$ cat src/rtl/bsk_prm_pkg.sv
// ---------------------------------------------------------------------------
// bsk_prm_pkg
// Shared types and constants for the PRM parallel-bus initiator.
//   state_e     : bus-cycle FSM states
//   ADDR_*      : PRM register addresses
//   ENABLE_KEY  : PRM enable key value
//   com_word()  : complement-checked command word encoder
// ---------------------------------------------------------------------------
package bsk_prm_pkg;

    typedef enum logic [2:0] {
        IDLE,
        SETUP,
        STROBE,
        HOLD,
        ACK
    } state_e;

    localparam logic [1:0] ADDR_COM_LO = 2'b00;
    localparam logic [1:0] ADDR_COM_HI = 2'b01;
    localparam logic [1:0] ADDR_IND    = 2'b10;
    localparam logic [1:0] ADDR_CTRL   = 2'b11;

    localparam logic [7:0] ENABLE_KEY  = 8'hE1;

    // The PRM checks each command byte against its complement in the upper half.
    function automatic logic [15:0] com_word(input logic [7:0] b);
        return {~b, b};
    endfunction

endpackage

$ cat src/rtl/bsk_prm_master_if.sv
// ---------------------------------------------------------------------------
// bsk_prm_master_if
// Host request/response signals plus PRM bus-side signals of the initiator.
//   Host side : iReq, iWe, iAddr, iData, iComReq, iCom -> oRdy, oAck, oData
//   Bus side  : oCS, oA, oRd, oWr, oBusD, oBusDOe <- iBusD (from the pad)
// Modports:
//   master : view of the initiator block itself
//   slave  : view of the environment (host + pad) driving/observing it
// ---------------------------------------------------------------------------
interface bsk_prm_master_if;

    logic        iReq;
    logic        iWe;
    logic [1:0]  iAddr;
    logic [15:0] iData;
    logic        iComReq;
    logic [15:0] iCom;
    logic        oRdy;
    logic        oAck;
    logic [15:0] oData;
    logic [3:0]  oCS;
    logic [1:0]  oA;
    logic        oRd;
    logic        oWr;
    logic [15:0] oBusD;
    logic        oBusDOe;
    logic [15:0] iBusD;

    modport master (
        input  iReq, iWe, iAddr, iData, iComReq, iCom, iBusD,
        output oRdy, oAck, oData, oCS, oA, oRd, oWr, oBusD, oBusDOe
    );

    modport slave (
        output iReq, iWe, iAddr, iData, iComReq, iCom, iBusD,
        input  oRdy, oAck, oData, oCS, oA, oRd, oWr, oBusD, oBusDOe
    );

endinterface

$ cat src/rtl/bsk_prm_bus_timer.sv
// ---------------------------------------------------------------------------
// bsk_prm_bus_timer
// Loadable down-counter shared by the SETUP, STROBE and HOLD phases.
//   clk_i      : clock
//   res_n_i    : synchronous active-low reset
//   load_i     : load load_val_i (takes priority over counting)
//   load_val_i : phase length minus one
//   done_o     : counter has reached zero (last clock of the phase)
// ---------------------------------------------------------------------------
module bsk_prm_bus_timer #(
    parameter int W = 3
) (
    input  logic         clk_i,
    input  logic         res_n_i,
    input  logic         load_i,
    input  logic [W-1:0] load_val_i,
    output logic         done_o
);

    logic [W-1:0] count_q;

    always_ff @(posedge clk_i) begin
        if (!res_n_i) begin
            count_q <= '0;
        end else if (load_i) begin
            count_q <= load_val_i;
        end else if (count_q != '0) begin
            count_q <= count_q - 1'b1;
        end
    end

    assign done_o = (count_q == '0);

endmodule

$ cat src/rtl/bsk_prm_master.sv
// ---------------------------------------------------------------------------
// bsk_prm_master
// Host-side initiator for the PRM parallel bus. Turns single-cycle host
// requests into timed bus cycles (single read/write) and expands a 16-bit
// command into two complement-checked writes to the command registers.
// Ports:
//   iClk  : system clock
//   iRes  : synchronous active-low reset
//   bus   : bsk_prm_master_if.master (host request/response + bus pins)
// All outputs are registered.
// ---------------------------------------------------------------------------
module bsk_prm_master
    import bsk_prm_pkg::*;
#(
    parameter logic [3:0] CS       = 4'b0111,
    parameter int         T_SETUP  = 2,
    parameter int         T_STROBE = 4,
    parameter int         T_HOLD   = 2
) (
    input  logic               iClk,
    input  logic               iRes,
    bsk_prm_master_if.master   bus
);

    localparam int T_MAX1 = (T_SETUP > T_STROBE) ? T_SETUP : T_STROBE;
    localparam int T_MAX  = (T_MAX1 > T_HOLD) ? T_MAX1 : T_HOLD;
    localparam int CNT_W  = $clog2(T_MAX + 1);

    state_e      state_q, state_d;
    logic        rdy_q, rdy_d;
    logic        ack_q, ack_d;
    logic [15:0] data_q, data_d;
    logic [3:0]  cs_q, cs_d;
    logic [1:0]  a_q, a_d;
    logic        rd_q, rd_d;
    logic        wr_q, wr_d;
    logic [15:0] busd_q, busd_d;
    logic        oe_q, oe_d;
    logic        we_q, we_d;
    // Set while command phase 0 runs: HOLD then chains into phase 1.
    logic        phase_q, phase_d;
    logic [7:0]  com_hi_q, com_hi_d;

    logic             tmr_done;
    logic             tmr_load;
    logic [CNT_W-1:0] tmr_val;

    always_comb begin
        state_d  = state_q;
        rdy_d    = rdy_q;
        ack_d    = 1'b0;
        data_d   = data_q;
        cs_d     = cs_q;
        a_d      = a_q;
        rd_d     = rd_q;
        wr_d     = wr_q;
        busd_d   = busd_q;
        oe_d     = oe_q;
        we_d     = we_q;
        phase_d  = phase_q;
        com_hi_d = com_hi_q;
        case (state_q)
            IDLE: begin
                // Command wins over a simultaneous single request.
                if (bus.iComReq) begin
                    state_d  = SETUP;
                    rdy_d    = 1'b0;
                    cs_d     = CS;
                    a_d      = ADDR_COM_LO;
                    busd_d   = com_word(bus.iCom[7:0]);
                    oe_d     = 1'b1;
                    we_d     = 1'b1;
                    phase_d  = 1'b1;
                    com_hi_d = bus.iCom[15:8];
                end else if (bus.iReq) begin
                    state_d = SETUP;
                    rdy_d   = 1'b0;
                    cs_d    = CS;
                    a_d     = bus.iAddr;
                    we_d    = bus.iWe;
                    phase_d = 1'b0;
                    if (bus.iWe) begin
                        busd_d = bus.iData;
                        oe_d   = 1'b1;
                    end
                end
            end
            SETUP: begin
                if (tmr_done) begin
                    state_d = STROBE;
                    if (we_q) wr_d = 1'b0;
                    else      rd_d = 1'b0;
                end
            end
            STROBE: begin
                if (tmr_done) begin
                    state_d = HOLD;
                    rd_d    = 1'b1;
                    wr_d    = 1'b1;
                    if (!we_q) data_d = bus.iBusD;
                end
            end
            HOLD: begin
                if (tmr_done) begin
                    if (phase_q) begin
                        // Straight into phase 1 with CS still asserted.
                        state_d = SETUP;
                        phase_d = 1'b0;
                        a_d     = ADDR_COM_HI;
                        busd_d  = com_word(com_hi_q);
                    end else begin
                        state_d = ACK;
                        ack_d   = 1'b1;
                        cs_d    = ~CS;
                        oe_d    = 1'b0;
                    end
                end
            end
            ACK: begin
                state_d = IDLE;
                rdy_d   = 1'b1;
            end
            default: begin
                state_d = IDLE;
            end
        endcase
    end

    // Timer reloads with the new phase length on every state change.
    always_comb begin
        tmr_load = (state_d != state_q);
        case (state_d)
            SETUP:   tmr_val = CNT_W'(T_SETUP - 1);
            STROBE:  tmr_val = CNT_W'(T_STROBE - 1);
            HOLD:    tmr_val = CNT_W'(T_HOLD - 1);
            default: tmr_val = '0;
        endcase
    end

    bsk_prm_bus_timer #(
        .W (CNT_W)
    ) u_timer (
        .clk_i      (iClk),
        .res_n_i    (iRes),
        .load_i     (tmr_load),
        .load_val_i (tmr_val),
        .done_o     (tmr_done)
    );

    always_ff @(posedge iClk) begin
        if (!iRes) begin
            state_q  <= IDLE;
            rdy_q    <= 1'b1;
            ack_q    <= 1'b0;
            data_q   <= '0;
            cs_q     <= ~CS;
            a_q      <= '0;
            rd_q     <= 1'b1;
            wr_q     <= 1'b1;
            busd_q   <= '0;
            oe_q     <= 1'b0;
            we_q     <= 1'b0;
            phase_q  <= 1'b0;
            com_hi_q <= '0;
        end else begin
            state_q  <= state_d;
            rdy_q    <= rdy_d;
            ack_q    <= ack_d;
            data_q   <= data_d;
            cs_q     <= cs_d;
            a_q      <= a_d;
            rd_q     <= rd_d;
            wr_q     <= wr_d;
            busd_q   <= busd_d;
            oe_q     <= oe_d;
            we_q     <= we_d;
            phase_q  <= phase_d;
            com_hi_q <= com_hi_d;
        end
    end

    assign bus.oRdy    = rdy_q;
    assign bus.oAck    = ack_q;
    assign bus.oData   = data_q;
    assign bus.oCS     = cs_q;
    assign bus.oA      = a_q;
    assign bus.oRd     = rd_q;
    assign bus.oWr     = wr_q;
    assign bus.oBusD   = busd_q;
    assign bus.oBusDOe = oe_q;

endmodule

$ cat src/flat_wrapper.sv
// flat-port wrapper written by rule: the top's interface ports become plain ports
module bsk_prm_master_flat import bsk_prm_pkg::*;
#(
    parameter logic [3:0] CS       = 4'b0111,
    parameter int         T_SETUP  = 2,
    parameter int         T_STROBE = 4,
    parameter int         T_HOLD   = 2
)
  (iClk, iRes, bus_iReq, bus_iWe, bus_iAddr, bus_iData, bus_iComReq, bus_iCom, bus_iBusD, bus_oRdy, bus_oAck, bus_oData, bus_oCS, bus_oA, bus_oRd, bus_oWr, bus_oBusD, bus_oBusDOe);
  bsk_prm_master_if bus_i ();
  input  logic iClk;
  input  logic iRes;
  input wire logic [$bits(bus_i.iReq)-1:0] bus_iReq;
  input wire logic [$bits(bus_i.iWe)-1:0] bus_iWe;
  input wire logic [$bits(bus_i.iAddr)-1:0] bus_iAddr;
  input wire logic [$bits(bus_i.iData)-1:0] bus_iData;
  input wire logic [$bits(bus_i.iComReq)-1:0] bus_iComReq;
  input wire logic [$bits(bus_i.iCom)-1:0] bus_iCom;
  input wire logic [$bits(bus_i.iBusD)-1:0] bus_iBusD;
  output wire logic [$bits(bus_i.oRdy)-1:0] bus_oRdy;
  output wire logic [$bits(bus_i.oAck)-1:0] bus_oAck;
  output wire logic [$bits(bus_i.oData)-1:0] bus_oData;
  output wire logic [$bits(bus_i.oCS)-1:0] bus_oCS;
  output wire logic [$bits(bus_i.oA)-1:0] bus_oA;
  output wire logic [$bits(bus_i.oRd)-1:0] bus_oRd;
  output wire logic [$bits(bus_i.oWr)-1:0] bus_oWr;
  output wire logic [$bits(bus_i.oBusD)-1:0] bus_oBusD;
  output wire logic [$bits(bus_i.oBusDOe)-1:0] bus_oBusDOe;
  assign bus_i.iReq = bus_iReq;
  assign bus_i.iWe = bus_iWe;
  assign bus_i.iAddr = bus_iAddr;
  assign bus_i.iData = bus_iData;
  assign bus_i.iComReq = bus_iComReq;
  assign bus_i.iCom = bus_iCom;
  assign bus_i.iBusD = bus_iBusD;
  assign bus_oRdy = bus_i.oRdy;
  assign bus_oAck = bus_i.oAck;
  assign bus_oData = bus_i.oData;
  assign bus_oCS = bus_i.oCS;
  assign bus_oA = bus_i.oA;
  assign bus_oRd = bus_i.oRd;
  assign bus_oWr = bus_i.oWr;
  assign bus_oBusD = bus_i.oBusD;
  assign bus_oBusDOe = bus_i.oBusDOe;
  bsk_prm_master #(.CS(CS), .T_SETUP(T_SETUP), .T_STROBE(T_STROBE), .T_HOLD(T_HOLD)) u_core (.iClk(iClk), .iRes(iRes), .bus(bus_i));
endmodule
$ cat config.mk
export PLATFORM = sky130hd
export DESIGN_NAME = bsk_prm_master_flat
export DESIGN_NICKNAME = d
export VERILOG_FILES = /design/src/rtl/bsk_prm_pkg.sv /design/src/rtl/bsk_prm_master_if.sv /design/src/rtl/bsk_prm_bus_timer.sv /design/src/rtl/bsk_prm_master.sv /design/src/flat_wrapper.sv
export SDC_FILE = /design/constraint.sdc
export NUM_CORES = 1
export LEC_CHECK = 0
export CAP_MARGIN = 40
export CORE_ASPECT_RATIO = 1.2
export CORE_MARGIN = 3
export CORE_UTILIZATION = 45
export DETAILED_ROUTE_END_ITERATION = 10
export GPL_TIMING_DRIVEN = 0
export HOLD_SLACK_MARGIN = 0.06
export PLACE_DENSITY_LB_ADDON = 0.1
export SYNTH_ARGS = -nofsm -noshare
export SYNTH_HDL_FRONTEND = slang
export SYNTH_SLANG_ARGS = --single-unit
$ cat constraint.sdc
create_clock -name iClk -period 1.93 [get_ports iClk]
set_input_delay 0.193 -clock iClk [delete_from_list [all_inputs] [get_ports iClk]]
set_output_delay 0.193 -clock iClk [all_outputs]
set_load 0.005 [all_outputs]
==> Yosys cells after proc, flatten, opt, wreduce, memory -nomap -nowiden <==
Cells that the tools add are included.
{ "totals": {"elab_cells": 104, "register_bits": 59, "input_bits": 55} }
{ "classes": {"n_mux": 48, "n_reduce_logical": 21, "n_eq_ne": 17, "add_sub_neg": 1, "bitwise_logic": 3} }
{ "op_table": {"columns": ["operator", "n"], "rows": [
  ["$mux W16", 5],
  ["$pmux W16 S2", 1],
  ["$mux W3", 8],
  ["$mux W1", 17],
  ["$mux W4", 4],
  ["$not A8 Y8", 2],
  ["$reduce_and A4 Y1", 4],
  ["$eq A3 B2 Y1 const B", 4],
  ["$pmux W3 S4", 1],
  ["$ne A2 B1 Y1 const B", 5],
  ["$pmux W1 S2", 5],
  ["$reduce_and A5 Y1", 2],
  ["$reduce_bool A2 Y1", 5],
  ["$reduce_and A3 Y1", 3],
  ["$mux W2", 4],
  ["$pmux W2 S2", 2],
  ["$pmux W4 S2", 1],
  ["$eq A3 B1 Y1 const B", 2],
  ["$logic_not A3 Y1", 2],
  ["$ne A3 B3 Y1 const B", 2],
  ["$reduce_and A2 Y1", 3],
  ["$ne A2 B2 Y1 const B", 2],
  ["$eq A3 B3 Y1 const B", 1],
  ["$ne A3 B3 Y1", 1],
  ["4 further kinds", 4]
]} }

==> Depth between registers and ports, before layout <==
{ "depth": {"word_depth": 7, "mapped_depth": 8, "ltp_nobuf": 6} }

==> Cells and area by module <==
A second synthesis with hierarchy kept.
{ "unflattened": {"hier_cells": 321, "hier_area_um2": 2526.2} }
{ "modules_own_cells": {"columns": ["module", "cells_each", "area_per_inst_um2", "instances"], "rows": [
  ["bsk_prm_master", 299, 2321.0, 1],
  ["bsk_prm_bus_timer", 22, 205.2, 1]
]} }

==> Least setup slack after synthesis <==
Ideal clock, no wire load.
{ "synth_timing": {"kind": "reg2reg", "startpoint": "register u_core.u_timer.count_q[0]", "endpoint": "register u_core.data_q[10], in the netlist u_core.bus.oData[10]", "n_path_buf": 2, "stages_incl_launch_ff": 9, "arrival_time_ns": 1.589, "setup_time_ns": 0.116, "period_less_slack_ns": 1.705, "slack_ns": 0.225, "cell_sequence": "dfxtp_1 inv_1 ha_1 nor2b_1 nand4b_1 buf_2 buf_2 mux2i_1 nor2b_1"} }
{ "synth_via": {"elab_chain_cells": 2} }
{ "synth_lines": {"columns": ["item", "line_no", "rtl"], "rows": [
  ["from (decl)", "bsk_prm_bus_timer.sv:20", "logic [W-1:0] count_q;"],
  ["from (signal assigned)", "bsk_prm_bus_timer.sv:26", "count_q <= load_val_i;"],
  ["from (signal assigned)", "bsk_prm_bus_timer.sv:28", "count_q <= count_q - 1'b1;"],
  ["$logic_not A3 Y1", "bsk_prm_bus_timer.sv:32", "assign done_o = (count_q == '0);"],
  ["$reduce_and A3 Y1 (no line)", null, null],
  ["to (signal assigned)", "bsk_prm_master.sv:169", "data_q <= data_d;"],
  ["to (decl)", "bsk_prm_master.sv:32", "logic [15:0] data_q, data_d;"]
]} }
No other way between the ends.
A chain may end at the register's enable or synchronous reset.

==> Worst setup path in the final report <==
{ "layout_timing": {"startpoint": "register u_core.state_q[0]", "endpoint": "register u_core.busd_q[13], in the netlist u_core.bus.oBusD[13]"} }
{ "layout_via": {"elab_chain_cells": 3, "word_cells_on_any_way": 9} }
{ "layout_lines": {"columns": ["item", "line_no", "rtl"], "rows": [
  ["from (decl)", "bsk_prm_master.sv:29", "state_e state_q, state_d;"],
  ["from (signal assigned)", "bsk_prm_master.sv:166", "state_q <= state_d;"],
  ["$eq A3 B2 Y1 / $logic_not A3 Y1 (equally long branches)", "bsk_prm_master.sv:62", "case (state_q)"],
  ["$ne A2 B1 Y1 (no line) (tied with other cells)", null, null],
  ["$reduce_and A5 Y1 (no line)", null, null],
  ["to (signal assigned)", "bsk_prm_master.sv:174", "busd_q <= busd_d;"],
  ["to (decl)", "bsk_prm_master.sv:37", "logic [15:0] busd_q, busd_d;"]
]} }
Parallel ways exist; a longest one is shown, timed or not.

==> flow_summary.yaml <==
drt:
  ant_nets: 0
  drcViolationCount: 0
  avgViaCountPerCell: 4.93
  wl_mm: 7.02
  routedWlPerCell_um: 14.4
  vias: 2401
  drt_first_iter_violations: 114
  drt_pass1_iterations: 4
die:
  ios: 98
  die_area_sq_um: 7090
  fp-row-count: 30
  initial_core_util_pct: 47.6
  die_w_um: 77.4
  die_h_um: 91.7
  coreArea_sq_um: 5780
sta:
  hold_viol: 0
  fmax_mhz: 563
  finalSetupViolations: 0
  min_period_over_period_pct: 92.0
  slew_headroom_pct: 48.7
  timing.final.crit_period_ps: 1770
  rsz0062_at_grt: "no"
  finClkSkew_ps: 11.4
  maxSlewViolCount: 0
  worst_pin_slew_ps: 761
  timing.hold.ws_ps: 266
placement:
  dp_cells: 473
  portBuffers: 96
  hpwl_mm: 5.23
  gp_congestion: 0.859
logic_synthesis:
  ys_seq_elements: 57
  ys.flop_type: "dfxtp_1"
  yosys_warnings: 0
  yosysUniqueCellTypes: 39
  synth_area_per_cell_sq_um: 9.26
  synth_area_sq_um: 2750
  synth_edf_count: 0
  syn_nets: 354
  ys_seq_area_share_pct: 41.5
  synthCells: 297
  async_flop_share_pct: 0
cts:
  htree_levels: 3
  cts_tree: "yes"
  cts_buffers: 9
  clk_latency_ps: 340
  postCtsSetupBuffers: 0
  root_buffer: "clkbuf_8"
  cts.sinks: 57
  path_clk_slew_ps: 60
  ctsHoldBuffers: 0
  cts_buffer_depth: 2
critical_path:
  crit_arrival_ps: 2030
  crit_type: "flip-flop to flip-flop"
  start_kind: "flip-flop"
  required_ps: 2190
  cp_max_fo: 10
  max_stage_delay_ps: 400
  cpMaxStageDelayCell: "or3_4"
  cp-end-kind: "flip-flop"
  crit_chain: "buf_6 > or3_4 > o22a_4 > nor2_8 > buf_12 > mux2i_1"
layout:
  nets: 460
  stdcell_count: 487
  n_antenna_cell: 0
  area_growth_pct: 47.0
  final_common_cell: "clkdlybuf4s50_1"
  layout_common_cells: "96 x clkdlybuf4s50_1, 58 x nand2_1, 57 x dfxtp_1, 49 x mux2i_1, 19 x nor2b_1"
  drive_above_1_share_pct: 8.85
global_route:
  grt_antenna_before_repair: 0
  grt_first_pass_wirelength_mm: 11.3
  gr-total-overflow: 0
  gr-usage-all-layers_pct: 20.4
  grt_pass1_vias: 2330
  grt_max_degree: 17
power_and_ir_drop:
  p_leak_nw: 1.71
  power.density_nw_per_um2: 1190
  pwr-share-comb_pct: 39.8
  p_total_mw: 4.83
  power_switching_mw: 1.54
  seqPwrFrac_pct: 33.8
  swShare_pct: 31.8
  ir_drop_v: 0.000915
  p_int_mw: 3.29
  clkPwrFrac_pct: 26.4
hold_path:
  min_path_type: "input port to flip-flop"
outcome:
  outcome: "finished clean"
run:
  drv_cap: 0
## path summary, 6_finish.rpt
| path | from | to | slack [ps] | cells past startpoint |
|---|---|---|---|---|
| min | iRes | u_core.state_q[1] | 270 | 3 |
| max | u_core.state_q[0] | u_core.bus.oBusD[13] | 160 | 6 |
| max reg2reg | u_core.state_q[0] | u_core.bus.oBusD[13] | 160 | 6 |
| min reg2reg | u_core.bus.oBusD[15] | u_core.bus.oBusD[15] | 460 | 2 |
## worst max-delay path, delay by kind of cell, from the launching register on
kind | cells | cell delay [ps]
compound gates | 1 | 290
buf+inv | 2 | 310
flops | 1 | 310
mux | 1 | 200
simple gates | 2 | 600
## power groups by stage
stage / sequential (mW) / combinational [mW] / clock, mW
after global routing: 1.68 / 2.09 / 1.36
final: 1.63 / 1.92 / 1.28
after detailed placement: 1.65 / 1.92 / 0
after CTS: 1.63 / 1.93 / 1.30
after floorplan: 1.65 / 1.15 / 0
after global placement: 1.65 / 1.89 / 0
## synth_stat cells (3+ instances only)
library cell,number,area share [%]
and2_1,3,0.68
dfxtp_1,57,41
nor2_1,6,0.82
a21boi_0,10,2.7
nand3_1,5,0.91
a21oi_1,3,0.55
nor3_1,4,0.73
clkbuf_1,5,0.68
mux2i_1,49,18
o211ai_1,17,4.6
inv_1,10,1.4
nand2_1,58,7.9
nand2b_1,3,0.68
o21ai_0,4,0.73
nand3b_1,3,0.82
nor2b_1,20,4.5
buf_2,10,1.8
## metrics by stage
| step | util, % | worst slack (ps) | area [sq um] | setup TNS, ps |
|---|---|---|---|---|
| 2_1_floorplan | - | 225 | 2750 | 0 |
| 3_3_place_gp | 66.0 | -239 | 3810 | -2680 |
| 3_5_place_dp | 66.0 | -248 | 3810 | -3400 |
| 4_1_cts | 69.8 | 88.5 | 4040 | 0 |
| 5_1_grt | 70.0 | 23.4 | 4040 | 0 |
| 6_report | 70.0 | 155 | 4040 | 0 |
## flip-flops by register name, summed over array words and instances, names as in the netlist
signal                  count
u_core.com_hi_q             8
u_core.bus.oWr              1
u_core.state_q              3
u_core.we_q                 1
u_core.bus.oCS              2
u_core.bus.oA               2
u_core.bus.oBusDOe          1
u_core.bus.oBusD           16
u_core.phase_q              1
u_core.bus.oAck             1
u_core.bus.oRd              1
u_core.bus.oRdy             1
u_core.bus.oData           16
u_core.u_timer.count_q      3
## cells by family after synthesis
logic type	synth area share, %
compound gates	11.6
xor+xnor	0.318
fa+ha+maj	0.909
buf+inv	6.96
flops	41.5
mux	17.8
simple gates	20.9
## area by class of cell
class	count	area [sq um]
fillers	521	1740
multi-input cells	207	1420
flip-flops and latches	57	1140
repair buffers	96	961
plain buffers	22	155
clock buffers	11	151
well taps	80	100
clock inverters	4	76.3
inverters	10	37.5
## per-layer routing
layer | global-route usage [%] | vias to the layer above | part of all wire [%] | wire length (um)
met1 | 24.5 | 1076 | 43 | 3040
met3 | 6.58 | 17 | 5.6 | 394
met5 | 0 | - | 0 | 0
met4 | 9.79 | 0 | 3.3 | 229
met2 | 32.8 | 84 | 48 | 3360
li1 | - | 1224 | - | -
## timing repair
item | 4_1_cts | 5_1_grt
setup endpoints to repair | 10 | 19
hold endpoints to repair | 0 | 0
resized for setup | 0 | 5
No activity file was read; power rests on OpenSTA's default activity.
==> patch 1: new RTL, config.mk and constraints unchanged <==
`T_SETUP` is set to 2 in 2 places; all go to 4.
--- a/src/rtl/bsk_prm_master.sv
+++ b/src/rtl/bsk_prm_master.sv
@@ -13,7 +13,7 @@
     import bsk_prm_pkg::*;
 #(
     parameter logic [3:0] CS       = 4'b0111,
-    parameter int         T_SETUP  = 2,
+    parameter int         T_SETUP  = 4,
     parameter int         T_STROBE = 4,
     parameter int         T_HOLD   = 2
 ) (
--- a/src/flat_wrapper.sv
+++ b/src/flat_wrapper.sv
@@ -2,7 +2,7 @@
 module bsk_prm_master_flat import bsk_prm_pkg::*;
 #(
     parameter logic [3:0] CS       = 4'b0111,
-    parameter int         T_SETUP  = 2,
+    parameter int         T_SETUP  = 4,
     parameter int         T_STROBE = 4,
     parameter int         T_HOLD   = 2
 )
Function: changed (Yosys sat finds a counterexample within 10 cycles, from zero or initial values).
==> patch 1 against the unedited design <==
  * Synthesized area decreased by 2.0%
  * Non-clock buffer count increased by 5
  * Cell count is 3.7% higher
  * Count of clock-buffer cells in the layout decreased by 1
  * Sequential cell count unchanged
  * Routed wire length grew 10%
  * Maximum frequency down 5.4%
  * Final area is 0.37% lower
  * Total power is 4.3% lower
  * Setup slack lost 0.10 ns
  * Clock power decreased by 12%
  * Critical path type unchanged
  * Largest cell class unchanged
  * Highest routed layer unchanged
==> patch 1: results <==
export IMPL_irDropWorstVdd_uv=674
export IMPL_grt_pass1_wl_mm=12.8
export IMPL_cts_buffers=9
export IMPL_p_leak_nw=1.68
export IMPL_yosysSeqAreaShare_pct=42.3
export IMPL_placed_area_mm2=0.00377
export IMPL_drive_above_1_share_pct=8.71
export IMPL_met3_length_um=662
export IMPL_wl_met2_mm=3.76
export IMPL_powerClk_mw=1.13
export IMPL_status="finished clean"
export IMPL_ys_flop_type="dfxtp_1"
export IMPL_synth_compound_area_share_pct=14.2
export IMPL_drt_first_iter_violations=101
export IMPL_nFillCells=500
export IMPL_synth_cell_types=39
export IMPL_place_gp_congestion=0.869
export IMPL_syn_nets=368
export IMPL_fin_worst_skew_ns=0.0115
export IMPL_power_density_mw_per_mm2=1150
export IMPL_grt_use_met2_pct=39.2
export IMPL_async_reset_ff_share_pct=0
export IMPL_dpl_hpwl_mm=5.70
export IMPL_finalNetCount=477
export IMPL_synth_common_cells="57 x dfxtp_1, 53 x nand2_1, 50 x mux2i_1"
export IMPL_worstMarginPinSlew_ns=0.553
export IMPL_comb_power_mw=1.92
export IMPL_cp_data_arrival_time_ns=2.10
export IMPL_clock_path_buffers=2
export IMPL_n_antenna_cell=0
export IMPL_avgViaCountPerCell=5.16
export IMPL_synth_xor_area_share_pct=0.325
export IMPL_grt_max_degree=12
export IMPL_h_tree_depth=3
export IMPL_hp_class="in -> reg"
export IMPL_worstSkewPairLatency_ns=0.34
export IMPL_synthAdderAreaFrac_pct=0.928
export IMPL_yosys_top_cells_area="dfxtp_1 42%, mux2i_1 19%, nand2_1 7.4%"
export IMPL_drt_wl_total_mm=7.75
export IMPL_intPower_mw=3.06
export IMPL_grt_use_total_pct=23.2
export IMPL_muxShareOfSynthArea_pct=18.6
export IMPL_cp_max_fo=10
export IMPL_wl_met1_mm=3.24
export IMPL_met3_usage_pct=9.38
export IMPL_io_buffer_count=97
export IMPL_top_layer="met4"
export IMPL_grt_use_met1_pct=26.2
export IMPL_grt_pass1_vias=2668
## patch 1: cell count changes after synthesis, sizes merged, moves of 3 or more
cell / change
nor2b: -19
inv: +5
clkbuf: +10
nor2: +25
a21oi: +11
buf: -5
nand2: -5
o211ai: +3
a21boi: -10
## patch 1: per-stage QoR
step | worst slack, ns | utilization, % | TNS (ns) | hold WS [ns] | instances
global placement | -0.372 | 65.6 | -7.79 | 0.444 | 488
global route | -0.0122 | 70.2 | -0.0122 | 0.428 | 505
finish | 0.0542 | 70.2 | 0 | 0.406 | 505
detailed placement | -0.445 | 65.6 | -8.49 | 0.449 | 488
CTS | -0.00344 | 69.6 | -0.00344 | 0.394 | 504
floorplan | 0.0108 | - | 0 | 0.329 | 311
## patch 1: critical path, cell delays in order, from the launching register on
cell     delay [ns]
dfxtp_1        0.31
buf_6          0.12
or3_4          0.39
or3_4          0.37
and2_4         0.16
buf_6          0.14
buf_8          0.15
mux2i_1        0.12
## patch 1: worst paths after layout
kind / depth (start not counted) / endpoint / startpoint / slack, ns
setup / recovery: 7 / u_core.bus.oBusD[2] / u_core.state_q[0] / 0.05
hold / removal: 3 / u_core.com_hi_q[1] / bus_iCom[9] / 0.41
setup reg to reg: 7 / u_core.bus.oBusD[2] / u_core.state_q[0] / 0.05
hold reg to reg: 2 / u_core.bus.oBusD[5] / u_core.bus.oBusD[5] / 0.46
## patch 1: area by class of cell
type,count,area share (%)
Buffer,23,3.20
Clock buffer,10,3.42
Clock inverter,6,1.68
Inverter,16,1.49
Multi-Input combinational cell,213,34.8
Sequential cell,57,28.3
Tap cell,80,2.48
Timing Repair Buffer,100,24.7
## patch 1: repair_timing
action                                  in CTS  in global routing
setup buffers                                2                  1
endpoints found under the setup margin      30                 25
pin swaps                                    1                  1
gates resized for setup                      3                  7
==> patch 2: new RTL, same settings <==
Without the edit above. Encoding of `state_e`: now Gray code (3 bits for 5 states).
--- a/src/rtl/bsk_prm_pkg.sv
+++ b/src/rtl/bsk_prm_pkg.sv
@@ -9,11 +9,11 @@
 package bsk_prm_pkg;
 
     typedef enum logic [2:0] {
-        IDLE,
-        SETUP,
-        STROBE,
-        HOLD,
-        ACK
+        IDLE   = 3'b000,
+        SETUP  = 3'b001,
+        STROBE = 3'b011,
+        HOLD   = 3'b010,
+        ACK    = 3'b110
     } state_e;
 
     localparam logic [1:0] ADDR_COM_LO = 2'b00;
Check against the original RTL: same outputs for any inputs over 10 cycles, from zero or initial values; not proved beyond that.
==> patch 2 against the unedited design <==
  * Sequential cell count stayed put
  * Total power decreased by 11%
  * Routed wire length up 3.4%
  * Clock power is 6% lower
  * Synthesized area decreased by 4.4%
  * Count of clock-buffer cells in the layout shrank 1
  * Setup slack got worse by 0.066 ns
  * Non-clock buffer count up 4
  * Final area fell by 2.5%
  * Global-route usage rose by 2.1 points
==> patch 2: results <==
export IMPL_avgViaCountPerCell=4.99
export IMPL_yosys_top_cells_area="dfxtp_1 43%, mux2i_1 19%, nand2_1 9.0%"
export IMPL_cts_buffers=9
export IMPL_io_buffer_count=96
export IMPL_grt_pass1_wl_mm=11.8
export IMPL_dpl_hpwl_mm=5.37
export IMPL_routedWlPerCell_um=14.8
export IMPL_place_gp_congestion=0.808
export IMPL_status="finished clean"
export IMPL_drive_above_1_share_pct=9.42
export IMPL_grt_pass1_vias=2460
export IMPL_hold_start="bus_iCom[9]"
export IMPL_clock_path_buffers=2
export IMPL_hold_viol=0
export IMPL_grt_use_total_pct=22.5
export IMPL_synth_common_cells="63 x nand2_1, 57 x dfxtp_1, 49 x mux2i_1"
export IMPL_startpoint="u_core.state_q[2]"
export IMPL_ff2ff_setup_slack_ns=0.09
export IMPL_r2r_cells=7
export IMPL_finalNetCount=466
export IMPL_nFillCells=453
export IMPL_slew_limit_headroom_pct=51.1
export IMPL_p_leak_nw=1.69
export IMPL_cp_max_fo=10
export IMPL_min_path_cells=3
export IMPL_drt_wl_total_mm=7.26
export IMPL_holdPathEnd="u_core.com_hi_q[1]"
export IMPL_drt_first_iter_violations=98
export IMPL_clk_pin_slew_ns=0.07
export IMPL_antenna_found_initial=0
export IMPL_fin_worst_skew_ns=0.00782
export IMPL_r2r_end="u_core.bus.oBusD[12]"
export IMPL_synthCells=300
export IMPL_syn_nets=357
export IMPL_switchingPower_mw=1.32
export IMPL_grt_max_degree=17
export IMPL_irDropWorstVdd_uv=774
export IMPL_hp_class="in -> reg"
export IMPL_yosysSeqAreaShare_pct=43.4
export IMPL_cp_data_arrival_time_ns=2.05
export IMPL_yosys_warnings=0
export IMPL_h_tree_depth=3
export IMPL_dp_slack_ns=-0.137
export IMPL_synth_cell_types=34
export IMPL_worstSkewPairLatency_ns=0.33
[patch 2: cell count changes after synthesis, moves of 5 or more]
cell      before  now
a21boi_0      10    0
a21oi_1        3   17
buf_2         10    4
clkbuf_1       5   14
nand2_1       58   63
nor2_1         6   26
nor2b_1       20    2
[patch 2: worst max path at each step]
stage / end / slack, ns / depth (start not counted)
final: u_core.bus.oBusD[12] / 0.09 / 7
after global routing: u_core.bus.oBusD[0] / -0.01 / 9
after CTS: u_core.bus.oCS[2] / 0.04 / 5
after detailed placement: u_core.bus.oBusD[12] / -0.14 / 9
after global placement: u_core.bus.oBusD[12] / -0.09 / 9
after floorplan: u_core.bus.oBusD[0] / 0.14 / 9
[patch 2: worst max-delay path, stage by stage, from the launching register on]
cell and delay [ns]:
dfxtp_1 0.31, buf_6 0.13, or3_4 0.38, or3_4 0.35
a21boi_4 0.15, buf_6 0.15, buf_12 0.14, mux2i_1 0.12
[patch 2: power by group through the flow]
stage	logic, mW	registers (mW)	clock network, mW
CTS	1.52	1.52	1.22
finish	1.58	1.52	1.20
floorplan	0.870	1.54	0
detailed placement	1.49	1.54	0
global placement	1.46	1.54	0
global route	1.73	1.55	1.29
[patch 2: metal layers]
metal | track usage, % | vias to the layer above | routed length [um]
li1 | - | 1229 | -
met1 | 27.4 | 1125 | 3080
met2 | 36.1 | 82 | 3580
met3 | 6.58 | 13 | 495
met4 | 8.75 | 0 | 110
met5 | 0 | - | 0
[patch 2: final cells by class]
| class | count | share of cell area, % |
|---|---|---|
| buffer | 22 | 3.37 |
| timing repair buffer | 100 | 25.1 |
| multi-input combinational | 208 | 33.7 |
| sequential | 57 | 29.0 |
| clock inverter | 6 | 2.10 |
| clock buffer | 10 | 3.24 |
| tap | 77 | 2.44 |
| inverter | 11 | 1.05 |
[patch 2: logic make-up (layout without fill, tap and decap cells)]
logic type | Yosys count | in the layout | synth area share (%)
compound gates | 43 | 43 | 10.8
fa+ha+maj | 2 | 2 | 0.951
buf+inv | 35 | 149 | 6.66
flops | 57 | 57 | 43.4
mux | 49 | 49 | 18.6
simple gates | 114 | 114 | 19.6
[patch 2: stage by stage]
step / hold slack, ns / TNS (ns) / util, % / area, um^2
after CTS: 0.402 / 0 / 71.2 / 3900
after detailed placement: 0.448 / -1.50 / 67.3 / 3690
final: 0.421 / 0 / 71.9 / 3940
after floorplan: 0.329 / 0 / - / 2630
after global routing: 0.429 / -0.0127 / 71.9 / 3940
after global placement: 0.445 / -1.03 / 67.3 / 3690
[patch 2: repair_timing]
| action | CTS | global route |
|---|---|---|
| setup endpoints to repair | 21 | 27 |
| cloned | 0 | 0 |
| buffers inserted | 1 | 3 |
| hold buffers | 0 | 0 |
| endpoints found under the hold margin | 0 | 0 |
| resized for setup | 3 | 7 |
